## config.mk

```make
export PLATFORM = sky130hd
export DESIGN_NAME = spine_link_buffer
export DESIGN_NICKNAME = d
export VERILOG_FILES = /design/src/rtl/gpu_noc_pkg.sv /design/src/rtl/noc_sync_fifo.sv /design/src/rtl/spine_link_buffer.sv
export SDC_FILE = /design/constraint.sdc
export NUM_CORES = 1
export LEC_CHECK = 0
export BUFFER_PORTS_ARGS = -buffer_cell sky130_fd_sc_hd__buf_2
export CORE_UTILIZATION = 55
export DETAILED_ROUTE_END_ITERATION = 7
export GPL_TIMING_DRIVEN = 0
export PLACE_DENSITY = 0.84
export SYNTH_ARGS = -nofsm -noshare
export SYNTH_HDL_FRONTEND = slang
export SYNTH_SLANG_ARGS = --single-unit
```

## constraint.sdc

```tcl
create_clock -name clk -period 3.81 [get_ports clk]
set_clock_uncertainty 0.2 [all_clocks]
set_input_delay 0.762 -clock clk [delete_from_list [all_inputs] [get_ports clk]]
set_output_delay 0.762 -clock clk [all_outputs]
set_load 0.005 [all_outputs]
```

## src/rtl/gpu_noc_pkg.sv

```systemverilog
// ---------------------------------------------------------------------------
// gpu_noc_pkg
// Shared NoC definitions used by the group router, the network interface and
// the spine link buffers.
//
// Contents
//   DWIDTH / AWIDTH       default flit and destination-address widths
//   DEST_MSB / DEST_LSB   bit positions of the destination field in a flit
//   flit_t / dest_t       flit and destination typedefs at the default widths
//   flit_dest()           extracts the destination field from a flit
// ---------------------------------------------------------------------------
package gpu_noc_pkg;

    localparam int DWIDTH   = 16;
    localparam int AWIDTH   = 6;

    // The destination address occupies the top AWIDTH bits of every flit.
    localparam int DEST_MSB = DWIDTH - 1;
    localparam int DEST_LSB = DWIDTH - AWIDTH;

    typedef logic [DWIDTH-1:0] flit_t;
    typedef logic [AWIDTH-1:0] dest_t;

    function automatic dest_t flit_dest(input flit_t flit);
        return flit[DEST_MSB:DEST_LSB];
    endfunction

endpackage : gpu_noc_pkg

```

## src/rtl/noc_sync_fifo.sv

```systemverilog
// ---------------------------------------------------------------------------
// noc_sync_fifo
// Single-clock FIFO with a first-word-fall-through read port. The head entry
// is always visible on rd_data, and rd_en retires it at the next clock edge.
//
// The caller must not assert wr_en while the FIFO is full unless rd_en is
// asserted in the same cycle. A simultaneous write and read on a full FIFO is
// safe: the slot being written is the head slot, which is read combinationally
// during this cycle and overwritten only at the clock edge.
//
// Ports
//   clk       in   clock
//   reset     in   asynchronous, active-high reset (pointers and count only)
//   wr_en     in   write wr_data at the tail
//   wr_data   in   DWIDTH-bit entry to store
//   rd_en     in   retire the head entry
//   rd_data   out  head entry (undefined content when empty)
//   count     out  occupied entries, 0..DEPTH
//   full      out  count == DEPTH
//   empty     out  count == 0
// ---------------------------------------------------------------------------
module noc_sync_fifo #(
    parameter int DWIDTH = gpu_noc_pkg::DWIDTH,
    parameter int DEPTH  = 8
) (
    input  logic                       clk,
    input  logic                       reset,
    input  logic                       wr_en,
    input  logic [DWIDTH-1:0]          wr_data,
    input  logic                       rd_en,
    output logic [DWIDTH-1:0]          rd_data,
    output logic [$clog2(DEPTH):0]     count,
    output logic                       full,
    output logic                       empty
);

    localparam int PW = $clog2(DEPTH);
    localparam int CW = PW + 1;

    logic [DWIDTH-1:0] mem [DEPTH];
    logic [PW-1:0]     wr_ptr;
    logic [PW-1:0]     rd_ptr;

    // NOTE: the storage array has no reset; an entry only becomes visible
    // once count says it was written, so clearing it would cost logic for nothing.
    always_ff @(posedge clk) begin
        if (wr_en) begin
            mem[wr_ptr] <= wr_data;
        end
    end

    // DEPTH is a power of two, so the pointers wrap by natural overflow.
    always_ff @(posedge clk or posedge reset) begin
        if (reset) begin
            wr_ptr <= '0;
            rd_ptr <= '0;
            count  <= '0;
        end else begin
            if (wr_en) begin
                wr_ptr <= wr_ptr + PW'(1);
            end
            if (rd_en) begin
                rd_ptr <= rd_ptr + PW'(1);
            end
            unique case ({wr_en, rd_en})
                2'b10:   count <= count + CW'(1);
                2'b01:   count <= count - CW'(1);
                default: count <= count;
            endcase
        end
    end

    assign rd_data = mem[rd_ptr];
    assign full    = (count == CW'(DEPTH));
    assign empty   = (count == '0);

endmodule : noc_sync_fifo

```

## src/rtl/spine_link_buffer.sv

```systemverilog
// ---------------------------------------------------------------------------
// spine_link_buffer
// Buffered point-to-point link from one group router's spine output to the
// peer router's spine input. The upstream spine has no backpressure, so
// bursts are absorbed in a FIFO and flits that arrive when it is full are
// dropped and counted. Delivery can be paced with MIN_GAP idle cycles after
// each flit to protect the peer router's input FIFO.
//
// Parameters
//   DWIDTH     flit width
//   AWIDTH     destination field width (top AWIDTH bits of the flit)
//   DEPTH      FIFO entries, power of two, >= 2
//   MIN_GAP    idle cycles forced after each delivered flit (0 = back-to-back)
//   CNT_WIDTH  width of the saturating drop counter
//
// Ports
//   clk              in   link clock
//   reset            in   asynchronous, active-high reset
//   link_en          in   1 = operational, 0 = frozen (no accept, no deliver)
//   clear_stats      in   synchronous clear of drop_count / overflow_sticky
//   in_data/in_valid in   flit from the upstream spine output
//   out_data         out  flit to the downstream spine input (0 when idle)
//   out_valid        out  out_data / out_dest_addr are valid
//   out_dest_addr    out  destination field of the presented flit (0 when idle)
//   out_ready        in   downstream accepts the presented flit
//   fifo_count       out  occupied FIFO entries
//   fifo_full        out  FIFO holds DEPTH entries
//   fifo_empty       out  FIFO holds no entries
//   drop_count       out  flits lost to overflow, saturating at all-ones
//   overflow_sticky  out  set on the first drop, held until clear/reset
// ---------------------------------------------------------------------------
module spine_link_buffer #(
    parameter int DWIDTH    = gpu_noc_pkg::DWIDTH,
    parameter int AWIDTH    = gpu_noc_pkg::AWIDTH,
    parameter int DEPTH     = 8,
    parameter int MIN_GAP   = 0,
    parameter int CNT_WIDTH = 16
) (
    input  logic                   clk,
    input  logic                   reset,
    input  logic                   link_en,
    input  logic                   clear_stats,
    input  logic [DWIDTH-1:0]      in_data,
    input  logic                   in_valid,
    output logic [DWIDTH-1:0]      out_data,
    output logic                   out_valid,
    output logic [AWIDTH-1:0]      out_dest_addr,
    input  logic                   out_ready,
    output logic [$clog2(DEPTH):0] fifo_count,
    output logic                   fifo_full,
    output logic                   fifo_empty,
    output logic [CNT_WIDTH-1:0]   drop_count,
    output logic                   overflow_sticky
);

    // The gap counter must hold MIN_GAP; keep at least one bit so the
    // back-to-back configuration still has a (constant zero) register.
    localparam int GW = (MIN_GAP > 0) ? $clog2(MIN_GAP + 1) : 1;
    localparam logic [GW-1:0] GAP_RELOAD = GW'(MIN_GAP);

    logic              push;
    logic              pop;
    logic              accept;
    logic              drop;
    logic [DWIDTH-1:0] head;
    logic [GW-1:0]     gap_cnt;

    // -----------------------------------------------------------------------
    // Transfer qualification
    // -----------------------------------------------------------------------
    assign push      = in_valid & link_en;
    assign out_valid = ~fifo_empty & link_en & (gap_cnt == '0);
    assign pop       = out_valid & out_ready;

    // A full FIFO still accepts when the head leaves in the same cycle.
    assign accept = push & (~fifo_full | pop);
    assign drop   = push & fifo_full & ~pop;

    noc_sync_fifo #(
        .DWIDTH (DWIDTH),
        .DEPTH  (DEPTH)
    ) u_fifo (
        .clk     (clk),
        .reset   (reset),
        .wr_en   (accept),
        .wr_data (in_data),
        .rd_en   (pop),
        .rd_data (head),
        .count   (fifo_count),
        .full    (fifo_full),
        .empty   (fifo_empty)
    );

    // -----------------------------------------------------------------------
    // Output presentation: the link carries zeros whenever nothing is valid,
    // so the peer never sees a stale flit.
    // -----------------------------------------------------------------------
    always_comb begin
        // NOTE: every output of this block gets a default first so no path
        // leaves it unassigned and no latch is inferred.
        out_data      = '0;
        out_dest_addr = '0;
        if (out_valid) begin
            out_data      = head;
            out_dest_addr = head[DWIDTH-1 -: AWIDTH];
        end
    end

    // -----------------------------------------------------------------------
    // Pacing: reload on every delivered flit, count down otherwise. While the
    // link is frozen the remaining gap is held so pacing resumes where it was.
    // -----------------------------------------------------------------------
    // NOTE: clocked state is updated with non-blocking assignments so every
    // register samples pre-edge values regardless of statement order.
    always_ff @(posedge clk or posedge reset) begin
        if (reset) begin
            gap_cnt <= '0;
        end else if (pop) begin
            gap_cnt <= GAP_RELOAD;
        end else if (link_en && gap_cnt != '0) begin
            gap_cnt <= gap_cnt - GW'(1);
        end
    end

    // -----------------------------------------------------------------------
    // Drop statistics. A clear wins over a drop in the same cycle, so that
    // drop is neither counted nor flagged.
    // -----------------------------------------------------------------------
    always_ff @(posedge clk or posedge reset) begin
        if (reset) begin
            drop_count      <= '0;
            overflow_sticky <= 1'b0;
        end else if (clear_stats) begin
            drop_count      <= '0;
            overflow_sticky <= 1'b0;
        end else if (drop) begin
            if (drop_count != '1) begin
                drop_count <= drop_count + CNT_WIDTH'(1);
            end
            overflow_sticky <= 1'b1;
        end
    end

endmodule : spine_link_buffer

```

Word-level counts from Yosys, hierarchy flattened --
Memories as Yosys holds them, arrays and structs flattened. Index checks and enable logic that the tools add are counted.
Storage, ports and cells: register bits 28, latch bits 0, RAM bits 128, memory bits (read-only) 0, word-level logic and storage cells 48, memories kept 1
Memories:
- u_fifo.mem | depth 8, bits a word 16, rd ports 1, clocked after Yosys merged registers in 0, wr ports 1, RTL line noc_sync_fifo.sv:40 | logic [DWIDTH-1:0] mem [DEPTH];
Cells by class: add/sub/neg operators 6, multipliers 0, div/mod/pow operators 0, order comparisons 0, equality and inequality tests 4, shift-type cells 0, mux-type cells 12, bitwise gates (word level) 12, reduce and logical (&&, ||, !) cells 7
Operators with widths (count):
- two-way mux 16 bit | 4
- adder 16 x 1 -> 16 bit (second input constant) | 1
- inequality test 16 bit (second input constant) | 1
- case mux 4 bit (2 select lines) | 1
- nonzero test 2 bit | 4
- AND 1 bit | 7
- adder 3 x 1 -> 3 bit (second input constant) | 2
- two-way mux 1 bit | 6
- two-way mux 6 bit | 1
- adder 4 x 1 -> 4 bit (second input constant) | 1
- equality test 4 bit (second input constant) | 1
- zero test 4 bit | 1
- inverter 1 bit | 4
- subtractor 4 x 1 -> 4 bit (second input constant) | 1
- equality test 2 x 1 -> 1 bit (second input constant) | 1
- equality test 2 bit (second input constant) | 1
- AND reduction 2 bit | 1
- logical AND 1 bit | 1
- bitwise OR 1 bit | 1
- subtractor 1 bit (second input constant) | 1

Depth between registers and ports, before layout --
word-level depth 9, depth in mapped cells 14, depth with buffers taken out 12

Hierarchy --
A second synthesis with hierarchy kept.
Second synthesis, totals: cell total of the unflattened synthesis 382, area, all modules 6701.4 µm²
Modules (own cells, without submodules):
- noc_sync_fifo | instances 1, cells an instance 247, area an instance 5537.8 µm², seq. area each 4093.9 µm²
- spine_link_buffer | instances 1, cells an instance 135, area an instance 1163.6 µm², seq. area each 450.4 µm²

Worst setup path before layout --
Ideal clock, no wire load.
kind in2reg, start point input port in_valid, end point memory u_fifo.mem[0][0], enable pin, data arrival time 2.612 ns, required time 3.201 ns, path slack 0.588 ns, cell stages on the path 4, path buffers 0, path through and2_1 -> a21boi_1 -> nand2b_1 -> nor3_1
On the way: longest elaborated chain between the ends 4
Ends and longest elaborated chain:
- start, declared | RTL line spine_link_buffer.sv:44 | input logic in_valid,
- AND 1 bit | RTL line spine_link_buffer.sv:71 | assign push = in_valid & link_en;
- AND 1 bit | RTL line spine_link_buffer.sv:76 | assign accept = push & (~fifo_full | pop);
- two-way mux 1 bit | RTL line noc_sync_fifo.sv:47 | if (wr_en) begin
- two-way mux 1 bit (implied by the code) | RTL line noc_sync_fifo.sv:48 | mem[wr_ptr] <= wr_data;
- end, declared | RTL line noc_sync_fifo.sv:40
Every way passes these cells.

Final worst setup path --
start point register u_fifo.rd_ptr[2], end point output port out_dest_addr[4]
On the way: longest elaborated chain between the ends 2
Ends and longest elaborated chain:
- start, declared | RTL line noc_sync_fifo.sv:42 | logic [PW-1:0] rd_ptr;
- start signal, assigned | RTL line noc_sync_fifo.sv:63 | rd_ptr <= rd_ptr + PW'(1);
- memory read (8 x 16 bit)
- two-way mux 6 bit | RTL line spine_link_buffer.sv:103 | if (out_valid) begin
- end, declared | RTL line spine_link_buffer.sv:47 | output logic [AWIDTH-1:0] out_dest_addr,
Every way passes these cells.

==> results.md <==
* Actual slew at the worst max-slew pin at 1.08 ns
* Synth top cells by count: edfxtp_1 (128), mux4_2 (32), nor2_1 (30)
* Worst-path maximum fanout at 10
* Slowest-stage cell, CP: clkbuf_1
* Largest net degree at the start of global routing at 29
* Number of synthesized flops with an enable pin at 128
* GRT Residual Overflow at 0
* Crit path max-delay family: buffers and inverters
* Number of synthesized register bits at 156
* Setup violations, final at 0
* Power Total at 5.16 mW
* Crit-path max cell delay at 0.74 ns
* Crit end category: output port
* Top_reg_cell synth: edfxtp_1
* Iteration-0 DRC Markers at 345
* Mapped Cells at 382
* Number of global-route vias before repair at 3939
* Pleak at 2.86 nW
* Most common cell in the synthesized netlist: edfxtp_1
* Root buf cell: clkbuf_16
* Final hold slack at 0.314 ns
* Core Util, Final at 67.3%
* Sink Count at 156
* Number of diodes at 0
* Final instance area at 7750 µm²
* Core ar. at 11500 µm²
* Number of max-slew violations in the final report at 0
* Net count after synthesis at 410
* Crit path cell chain: buf_1 > clkbuf_1 > mux2i_1 > nor2_1 > buf_4 > buf_2
* Cell taking the most area after synthesis: edfxtp_1
* Setup TNS at 0 ns
* Failing checks: design-rule violations
* Max Clk Rate at 275 MHz
* Cts repair resizes at 0
* Post-DRT Antenna Nets at 0
* Place WS at 0.333 ns
* Max-slew headroom at 27.8%
* Top cells by area, synth: edfxtp_1 (59%), mux4_2 (11%), dfrtp_1 (11%), mux2i_1 (2.4%), nor2_1 (1.7%)
* Cell variety after synth at 45
* Fin crit share at 95.3%
* Die Y at 111 µm
* Rows at 39
* PwrDens at 666 nW/µm²
* Outcome: finished, violations left
* Startpoint types: register
* Ports at 68
* Post-Syn Area at 6540 µm²
* Worst Path Buf+Inv at 4
* Max IR drop VDD at 382 µV
* Mean Syn Cell Area at 17.1 µm²
* Critical Setup Path Class: register to output port
* Gpl congestion at 0.844
* DRC viols at 6
* Die width at 111 µm
* Postcts setup bufs at 0
* Area share of the largest cell type after synthesis at 58.8%
* Antenna violations before repair at 1
* Die area at 12300 µm²
* First-pass detailed-route iteration total at 8
* CTS tree: yes
* Starting density of the core at 56.8%
* Non-Filler Instances at 632
* CTS Buf Count at 17
* # hold bufs at CTS at 0
* Min Tclk post-route at 3.63 ns
* Max Cap Viol at 0
* Sequential area share after synthesis at 69.5%
* Area growth from synthesis to layout at 18.6%
* Worst-Skew Late Latency at 0.42 ns
* Final setup margin at 0.177 ns
* Final WL at 14000 µm
* Worst path required time at 2.85 ns
* First-pass GRT wire length at 21300 µm
* Post-DP Area at 7180 µm²
* Critical path data arrival time at 2.67 ns
* Total vias in the final route at 3942
* Number of instances in the placed design at 600
* Vias per cell at 6.24
* Final hold viol count at 0
* Clock transition at path regs at 0.06 ns
* Min-delay worst type: input port to register
* CTS H-Tree Depth at 4
* Synth warn at 0
* RSZ-0062 raised after global routing: false
* Share of post-route cells with drive strength above 1 at 35.6%
* # nets final at 504
* Placed wire-length estimate at 8920 µm
* WL/cell at 22.1 µm
* Tot GR Track Use at 24.0%
* IO Port Bufs at 67
* Post-synth ARST share at 17.9%
* Max Root-Sink Buffers at 2
[cell families after synthesis]
family	Yosys count	share of synthesized area, %
AO/OA/AOI/OAI	28	2.60
XOR/XNOR	9	1.21
adder cells (fa/ha/maj)	6	1.15
buffers and inverters	30	2.32
flip-flops	156	69.5
multiplexers	56	14.9
AND/OR/NAND/NOR	97	8.36
[sequential cells by signal, indices dropped and copies added (netlist names)]
name,count
u_fifo.mem,128
drop_count,16
u_fifo.count,4
u_fifo.rd_ptr,3
u_fifo.wr_ptr,3
gap_cnt,1
overflow_sticky,1
[routing by layer]
layer  GRT usage [%]  vias up  wire, µm
met5               0        -        13
met4            9.82        2       323
met3            6.40       39      1180
met2            40.6      229      7330
met1            29.3     1988      5110
li1                -     1684         -
[power by group]
part	total, mW	switching [mW]	internal (mW)
logic	1.43	0.733	0.701
clock network	1.61	0.742	0.868
registers	2.12	0.103	2.01
[layout make-up]
cell class,instances,area [µm²]
Tap cell,143,179
Multi-Input combinational cell,196,1870
Timing Repair Buffer,75,440
Clock buffer,17,425
Fill cell,742,3760
Inverter,5,18.8
Buffer,25,133
Clock inverter,15,148
Sequential cell,156,4540
[worst paths after layout]
path,cells past startpoint,to,slack (ns),from
worst max-delay path,6,out_dest_addr[4],0.18,u_fifo.rd_ptr[2]$_DFFE_PP0P_
worst min-delay path,2,gap_cnt$_DFFE_PP0P_,0.31,link_en
worst max register to register,5,u_fifo.mem[0][9]$_DFFE_PP_,0.71,gap_cnt$_DFFE_PP0P_
worst min register to register,2,overflow_sticky$_DFFE_PP0P_,0.32,overflow_sticky$_DFFE_PP0P_
max in group asynchronous,2,gap_cnt$_DFFE_PP0P_,2.35,reset
min in group asynchronous,2,u_fifo.count[2]$_DFFE_PP0P_,0.41,reset
[layout by cell type (no fill, tap or decap), types with 4 or more instances in the layout]
cell type	netlist	layout
a21oi_1	12	12
buf_2	7	74
buf_4	6	8
buf_8	0	6
clkbuf_1	10	10
clkbuf_16	0	17
dfrtp_1	28	28
edfxtp_1	128	128
ha_1	6	6
inv_1	5	5
inv_6	0	6
mux2_2	7	7
mux2i_1	16	16
mux4_2	32	32
nand2_1	10	10
nand2b_1	4	4
nand3_1	8	8
nand4_1	6	6
nor2_1	30	24
nor2_2	0	6
nor2b_1	7	7
nor4_1	5	5
o21ai_0	5	5
o31ai_1	6	6
or3_1	4	4
or4_1	5	5
xnor2_1	4	4
xor2_1	5	5
(Power assumes the default switching activity.)
